**src/rtl/vga_pkg.sv**
```systemverilog
// Shared 640x480@60 Hz VGA timing constants, imported by the sync generator and the renderer.
// The optional divide-by-2 pixel enable is selected with the VGA_CLKDIV_EN macro in vga_sync.
package vga_pkg;

    localparam int COORD_W = 10;

    localparam int H_DISPLAY = 640;
    localparam int H_FRONT   = 16;
    localparam int H_SYNC    = 96;
    localparam int H_BACK    = 48;
    localparam int V_DISPLAY = 480;
    localparam int V_FRONT   = 10;
    localparam int V_SYNC    = 2;
    localparam int V_BACK    = 33;
    localparam int TICK_LINE = 481;

    localparam int H_TOTAL      = H_DISPLAY + H_FRONT + H_SYNC + H_BACK;
    localparam int V_TOTAL      = V_DISPLAY + V_FRONT + V_SYNC + V_BACK;
    localparam int H_SYNC_START = H_DISPLAY + H_FRONT;
    localparam int H_SYNC_END   = H_SYNC_START + H_SYNC - 1;
    localparam int V_SYNC_START = V_DISPLAY + V_FRONT;
    localparam int V_SYNC_END   = V_SYNC_START + V_SYNC - 1;

    typedef logic [COORD_W-1:0] coord_t;

endpackage

```
**src/rtl/vga_sync_if.sv**
```systemverilog
// Pixel coordinate, blanking and sync bundle between vga_sync (master) and the renderer/connector (slave).
interface vga_sync_if;
    import vga_pkg::*;

    logic   hsync;
    logic   vsync;
    logic   video_on;
    logic   p_tick;
    coord_t pixel_x;
    coord_t pixel_y;
    logic   frame_tick;

    modport master (
        output hsync, vsync, video_on, p_tick, pixel_x, pixel_y, frame_tick
    );

    modport slave (
        input hsync, vsync, video_on, p_tick, pixel_x, pixel_y, frame_tick
    );

endinterface

```
**src/rtl/vga_tick_div.sv**
```systemverilog
// Toggle divider: p_tick is high on every second clk, giving a 25 MHz pixel enable from 50 MHz.
module vga_tick_div (
    input  logic clk,
    input  logic rst,
    output logic p_tick
);

    logic div_q;
    logic div_d;

    always_comb begin
        div_d = ~div_q;
    end

    always_ff @(posedge clk or posedge rst) begin
        if (rst) begin
            div_q <= 1'b0;
        end else begin
            div_q <= div_d;
        end
    end

    assign p_tick = div_q;

endmodule

```
**src/rtl/vga_sync.sv**
```systemverilog
// VGA timing generator: pixel counters, registered sync outputs and a one-clk frame_tick.
// Define VGA_CLKDIV_EN to divide a 50 MHz clk internally; otherwise clk is the 25 MHz pixel clock.
module vga_sync
    import vga_pkg::coord_t;
#(
    parameter int H_DISPLAY = vga_pkg::H_DISPLAY,
    parameter int H_FRONT   = vga_pkg::H_FRONT,
    parameter int H_SYNC    = vga_pkg::H_SYNC,
    parameter int H_BACK    = vga_pkg::H_BACK,
    parameter int V_DISPLAY = vga_pkg::V_DISPLAY,
    parameter int V_FRONT   = vga_pkg::V_FRONT,
    parameter int V_SYNC    = vga_pkg::V_SYNC,
    parameter int V_BACK    = vga_pkg::V_BACK,
    parameter int TICK_LINE = vga_pkg::TICK_LINE
) (
    input  logic       clk,
    input  logic       reset,
    vga_sync_if.master vga
);

    localparam coord_t H_MAX      = coord_t'(H_DISPLAY + H_FRONT + H_SYNC + H_BACK - 1);
    localparam coord_t V_MAX      = coord_t'(V_DISPLAY + V_FRONT + V_SYNC + V_BACK - 1);
    localparam coord_t H_VIS      = coord_t'(H_DISPLAY);
    localparam coord_t V_VIS      = coord_t'(V_DISPLAY);
    localparam coord_t HS_START   = coord_t'(H_DISPLAY + H_FRONT);
    localparam coord_t HS_END     = coord_t'(H_DISPLAY + H_FRONT + H_SYNC - 1);
    localparam coord_t VS_START   = coord_t'(V_DISPLAY + V_FRONT);
    localparam coord_t VS_END     = coord_t'(V_DISPLAY + V_FRONT + V_SYNC - 1);
    localparam coord_t TICK_V     = coord_t'(TICK_LINE);

    logic   p_tick;
    coord_t h_q, h_d;
    coord_t v_q, v_d;
    logic   hsync_q, hsync_d;
    logic   vsync_q, vsync_d;
    logic   frame_tick_q, frame_tick_d;

`ifdef VGA_CLKDIV_EN
    vga_tick_div u_tick_div (
        .clk    (clk),
        .rst    (reset),
        .p_tick (p_tick)
    );
`else
    // Pixel clock supplied directly: enable is held high once out of reset.
    logic run_q;
    logic run_d;

    always_comb begin
        run_d = 1'b1;
    end

    always_ff @(posedge clk or posedge reset) begin
        if (reset) begin
            run_q <= 1'b0;
        end else begin
            run_q <= run_d;
        end
    end

    assign p_tick = run_q;
`endif

    always_comb begin
        h_d = h_q;
        v_d = v_q;
        if (p_tick) begin
            if (h_q == H_MAX) begin
                h_d = '0;
                v_d = (v_q == V_MAX) ? coord_t'(0) : v_q + coord_t'(1);
            end else begin
                h_d = h_q + coord_t'(1);
            end
        end
        // Syncs decode the next count so the registered outputs line up with the counters.
        hsync_d      = !((h_d >= HS_START) && (h_d <= HS_END));
        vsync_d      = !((v_d >= VS_START) && (v_d <= VS_END));
        frame_tick_d = p_tick && (h_d == '0) && (v_d == TICK_V);
    end

    always_ff @(posedge clk or posedge reset) begin
        if (reset) begin
            h_q          <= '0;
            v_q          <= '0;
            hsync_q      <= 1'b1;
            vsync_q      <= 1'b1;
            frame_tick_q <= 1'b0;
        end else begin
            h_q          <= h_d;
            v_q          <= v_d;
            hsync_q      <= hsync_d;
            vsync_q      <= vsync_d;
            frame_tick_q <= frame_tick_d;
        end
    end

    assign vga.hsync      = hsync_q;
    assign vga.vsync      = vsync_q;
    assign vga.video_on   = (h_q < H_VIS) && (v_q < V_VIS);
    assign vga.p_tick     = p_tick;
    assign vga.pixel_x    = h_q;
    assign vga.pixel_y    = v_q;
    assign vga.frame_tick = frame_tick_q;

endmodule

```
**src/flat_wrapper.sv**
```systemverilog
// flat-port wrapper written by rule: the top's interface ports become plain ports
module vga_sync_flat import vga_pkg::coord_t;
#(
    parameter int H_DISPLAY = vga_pkg::H_DISPLAY,
    parameter int H_FRONT   = vga_pkg::H_FRONT,
    parameter int H_SYNC    = vga_pkg::H_SYNC,
    parameter int H_BACK    = vga_pkg::H_BACK,
    parameter int V_DISPLAY = vga_pkg::V_DISPLAY,
    parameter int V_FRONT   = vga_pkg::V_FRONT,
    parameter int V_SYNC    = vga_pkg::V_SYNC,
    parameter int V_BACK    = vga_pkg::V_BACK,
    parameter int TICK_LINE = vga_pkg::TICK_LINE
)
  (clk, reset, vga_hsync, vga_vsync, vga_video_on, vga_p_tick, vga_pixel_x, vga_pixel_y, vga_frame_tick);
  vga_sync_if vga_i ();
  input  logic clk;
  input  logic reset;
  output wire logic [$bits(vga_i.hsync)-1:0] vga_hsync;
  output wire logic [$bits(vga_i.vsync)-1:0] vga_vsync;
  output wire logic [$bits(vga_i.video_on)-1:0] vga_video_on;
  output wire logic [$bits(vga_i.p_tick)-1:0] vga_p_tick;
  output wire logic [$bits(vga_i.pixel_x)-1:0] vga_pixel_x;
  output wire logic [$bits(vga_i.pixel_y)-1:0] vga_pixel_y;
  output wire logic [$bits(vga_i.frame_tick)-1:0] vga_frame_tick;
  assign vga_hsync = vga_i.hsync;
  assign vga_vsync = vga_i.vsync;
  assign vga_video_on = vga_i.video_on;
  assign vga_p_tick = vga_i.p_tick;
  assign vga_pixel_x = vga_i.pixel_x;
  assign vga_pixel_y = vga_i.pixel_y;
  assign vga_frame_tick = vga_i.frame_tick;
  vga_sync #(.H_DISPLAY(H_DISPLAY), .H_FRONT(H_FRONT), .H_SYNC(H_SYNC), .H_BACK(H_BACK), .V_DISPLAY(V_DISPLAY), .V_FRONT(V_FRONT), .V_SYNC(V_SYNC), .V_BACK(V_BACK), .TICK_LINE(TICK_LINE)) u_core (.clk(clk), .reset(reset), .vga(vga_i));
endmodule
```
**config.mk**
```make
export PLATFORM = sky130hd
export DESIGN_NAME = vga_sync_flat
export DESIGN_NICKNAME = d
export VERILOG_FILES = /design/src/rtl/vga_pkg.sv /design/src/rtl/vga_sync_if.sv /design/src/rtl/vga_tick_div.sv /design/src/rtl/vga_sync.sv /design/src/flat_wrapper.sv
export SDC_FILE = /design/constraint.sdc
export NUM_CORES = 1
export LEC_CHECK = 0
export BUFFER_PORTS_ARGS = -buffer_cell sky130_fd_sc_hd__buf_2
export CAP_MARGIN = 0
export CORE_ASPECT_RATIO = 1.2
export CORE_MARGIN = 4
export CORE_UTILIZATION = 40
export CTS_BUF_LIST = sky130_fd_sc_hd__clkbuf_8
export CTS_CLUSTER_DIAMETER = 50
export CTS_CLUSTER_SIZE = 16
export DETAILED_ROUTE_END_ITERATION = 12
export HOLD_SLACK_MARGIN = 0.12
export SLEW_MARGIN = 25
export SYNTH_ARGS = -nofsm -noshare
export SYNTH_HDL_FRONTEND = slang
export SYNTH_SLANG_ARGS = --single-unit
```
**constraint.sdc**
```tcl
create_clock -name clk -period 2.5 [get_ports clk]
set_clock_uncertainty 0.05 [all_clocks]
set_input_delay 0.5 -clock clk [delete_from_list [all_inputs] [get_ports clk]]
set_output_delay 0.5 -clock clk [all_outputs]
set_load 0.02 [all_outputs]
```
==> run metrics <==
CTS Buffer Depth=2; Critical-path top delay cell=dfrtp_1; cells taking the most area after synthesis=dfrtp_1 36%, xnor2_1 5.8%, nand3_1 4.6%; grt total ovfl=0; register area share after synthesis=between 30% and 40%; post-synthesis xor/xnor area fraction=8.07%; pre-CTS setup slack=about 170 ps; Yosys top cell area share=around 36%; largest family of logic cells by synthesized area=simple AND/OR/NAND/NOR gates; drt first pass iters=4; Total Negative Setup Slacks=0 ps; post-synthesis simple-gate area fraction=between 20 and 30%; worst path cell trace=ha_1, and4_1, nand4_1, nor3_1, xnor2_1, nor4bb_4, and4_1; clock-pin slew on the worst setup and hold paths=80 ps; post-CTS setup buffers=0; Power Density=a little over 700 mW/mm2; Rows=24; Yosys cell types=40; final worst-path cycle share=roughly nine tenths; clock sink total=24; Remaining DRCs=0; crit path DAT=2440 ps; Placed Cells incl. Taps=roughly 250; syn avg cell area=8.73 um2; final WL=~3700 um; Post-synth EDFFs=0; CP peak stage delay=around 420 ps; via-per-instance ratio=between 5 and 6; share of layout cells above drive strength 1=a little under a quarter; Power Total=1.25 mW; initial drt markers=between 70 and 80; WP data required=2650 ps; Cells after Synth=approximately 170; fin worst setup slack=between 200 and 250 ps; ys flop type=dfrtp_1; most frequent cells in the layout=26 x buf_2, 22 x dfrtp_1, 15 x nor2_1; Root Buffer=clkbuf_8; total of max-cap violations=0; Slew headroom=roughly three fifths; cell area after synthesis=0.00152 mm2; Yosys warnings=0; GR Util met3=around 2.5%; die area=0.00485 mm2; worst-path maximum fanout=6; fin cells=251; Synth Register Bits=24; WS Path Type=register to register; Final ANT Viol Nets=0; number of hold violations in the final report=0; Async S/R FF share, synth=100%; Die Y=75.5 um; Worst-Margin Slew=568 ps; first-pass GRT wire length=6110 um; Hold WC Path Type=primary input to asynchronous set/reset pin; Via Count=~1,400; run status=finished clean; RSZ-0062 raised after global routing=no; H-Tree Depth=1; Syn Nets=approximately 180; per-cell routed wire length=between 10 and 15 um; vias in the first global route=1,334; gp weighted congestion=around 0.8; most common cell after layout, fill and taps aside=buf_2; Hold Slack=between 200 and 250 ps; Final nets=roughly 210; Tot GR Track Use=16.1%; Compound-Gate Fraction of Synth Area=around an eighth; final core occ=48.7%; IO Port Bufs=26; multiplexer share of the synthesized area=under 10%; maximum VDD drop=about 0.00025 V; clk_lat worst skew=between 200 and 300 ps; most used cell, CP=and4_1; GR Layer Usage met2=29.1%; Final Setup Violations=0; I/O Pins=27; P&R area growth vs syn=16.4%; Slew Limit Fails=0; critical path launch point type=register; layer with the highest usage=met2; post-route minimum period=about 2300 ps; post-synthesis adder-cell area fraction=~2.5%; type of destination of the critical path=register; leakage power=around 0.79 nW; maximum clock rate=approximately 0.44 GHz; met1 usage=about a fifth; Die Wd=roughly 64 um; HPWL after DPL=around 2800 um; initial antenna violation count=0; placed standard-cell area=0.00170 mm2; Fillers=360; Num CTS Buffers=3; Antenna Cells=0; post-route cell area=between 0.0015 and 0.002 mm2; Initial Utilization=41.8%; core area=0.00363 mm2; largest net degree at the start of global routing=25; leading area contributor after synthesis=dfrtp_1; CTS tree=done; CTS Hold Bufs=0
-- Yosys cell counts, types with 2 or more instances --
cell type,instances
buf_6,2
inv_1,7
xnor2_1,10
dfstp_2,2
dfrtp_1,22
nor3_1,6
mux2i_1,4
nand4_1,8
and3_1,2
and4_1,6
nor2_1,15
clkbuf_1,3
xor2_1,4
o21ai_0,14
nor2b_1,2
nand2_1,14
and2_1,2
a21oi_1,7
nand3_1,14
o31ai_1,2
ha_1,3
buf_2,7
-- logic make-up (layout without fill, tap and decap cells) --
| family | count (synthesis) | after routing |
|---|---|---|
| and+or+nand+nor | 77 | 77 |
| other | 1 | 1 |
| adders and majority gates | 3 | 3 |
| muxes | 4 | 4 |
| buffers and inverters | 20 | 45 |
| AOI/OAI and AO/OA | 31 | 31 |
| xor gates and xnor gates | 14 | 14 |
| DFF | 24 | 24 |
-- metal layers --
layer / vias to the layer above / share of wire [%]
met1: 667 / 42
li1: 667 / -
met2: 42 / 52
met5: - / 0
met3: 9 / 4.0
met4: 0 / 2.2
-- layout make-up --
cell class / count / area (um2) / area share, %
Tap cell: 52 / 65.1 / 3.68
Inverter: 7 / 26.3 / 1.49
Sequential cell: 24 / 603 / 34.1
Multi-Input combinational cell: 130 / 828 / 46.9
Clock buffer: 4 / 55.1 / 3.11
Timing Repair Buffer: 34 / 190 / 10.8
-- worst max-delay path: cells and delay by family (launching register included) --
kind | cells | cell delay (ps)
XOR/XNOR | 1 | 180
AND/OR/NAND/NOR | 5 | 1320
flip-flops | 1 | 420
adder cells (fa/ha/maj) | 1 | 270
-- state kept, by name, indices dropped and copies added, names as in the netlist --
register	cells
u_core.vga.p_tick	1
u_core.vga.hsync	1
u_core.vga.pixel_x	10
u_core.vga.frame_tick	1
u_core.vga.vsync	1
u_core.vga.pixel_y	10
-- path summary, 6_finish.rpt --
path / slack, ps / start / end / cells past startpoint
hold reg to reg: 490 / u_core.vga.pixel_y[8] / u_core.vga.pixel_y[8] / 1
max in group asynchronous: 1900 / reset / u_core.vga.hsync / 3
hold / removal: 210 / reset / u_core.vga.pixel_x[2] / 3
setup reg to reg: 220 / u_core.vga.pixel_x[1] / u_core.vga.frame_tick / 7
min in group clk: 490 / u_core.vga.pixel_y[8] / u_core.vga.pixel_y[8] / 1
setup / recovery: 220 / u_core.vga.pixel_x[1] / u_core.vga.frame_tick / 7
-- where the power goes --
part,total [mW],switching [mW],internal (mW)
clock network,0.262,0.121,0.141
logic,0.459,0.265,0.194
registers,0.525,0.0816,0.443
-- what timing repair did --
| item | in CTS | in global routing |
|---|---|---|
| endpoints found under the hold margin | 0 | 0 |
| endpoints found under the setup margin | 0 | 1 |
| resized for setup | 0 | 2 |
No activity file was read; power rests on OpenSTA's default activity.
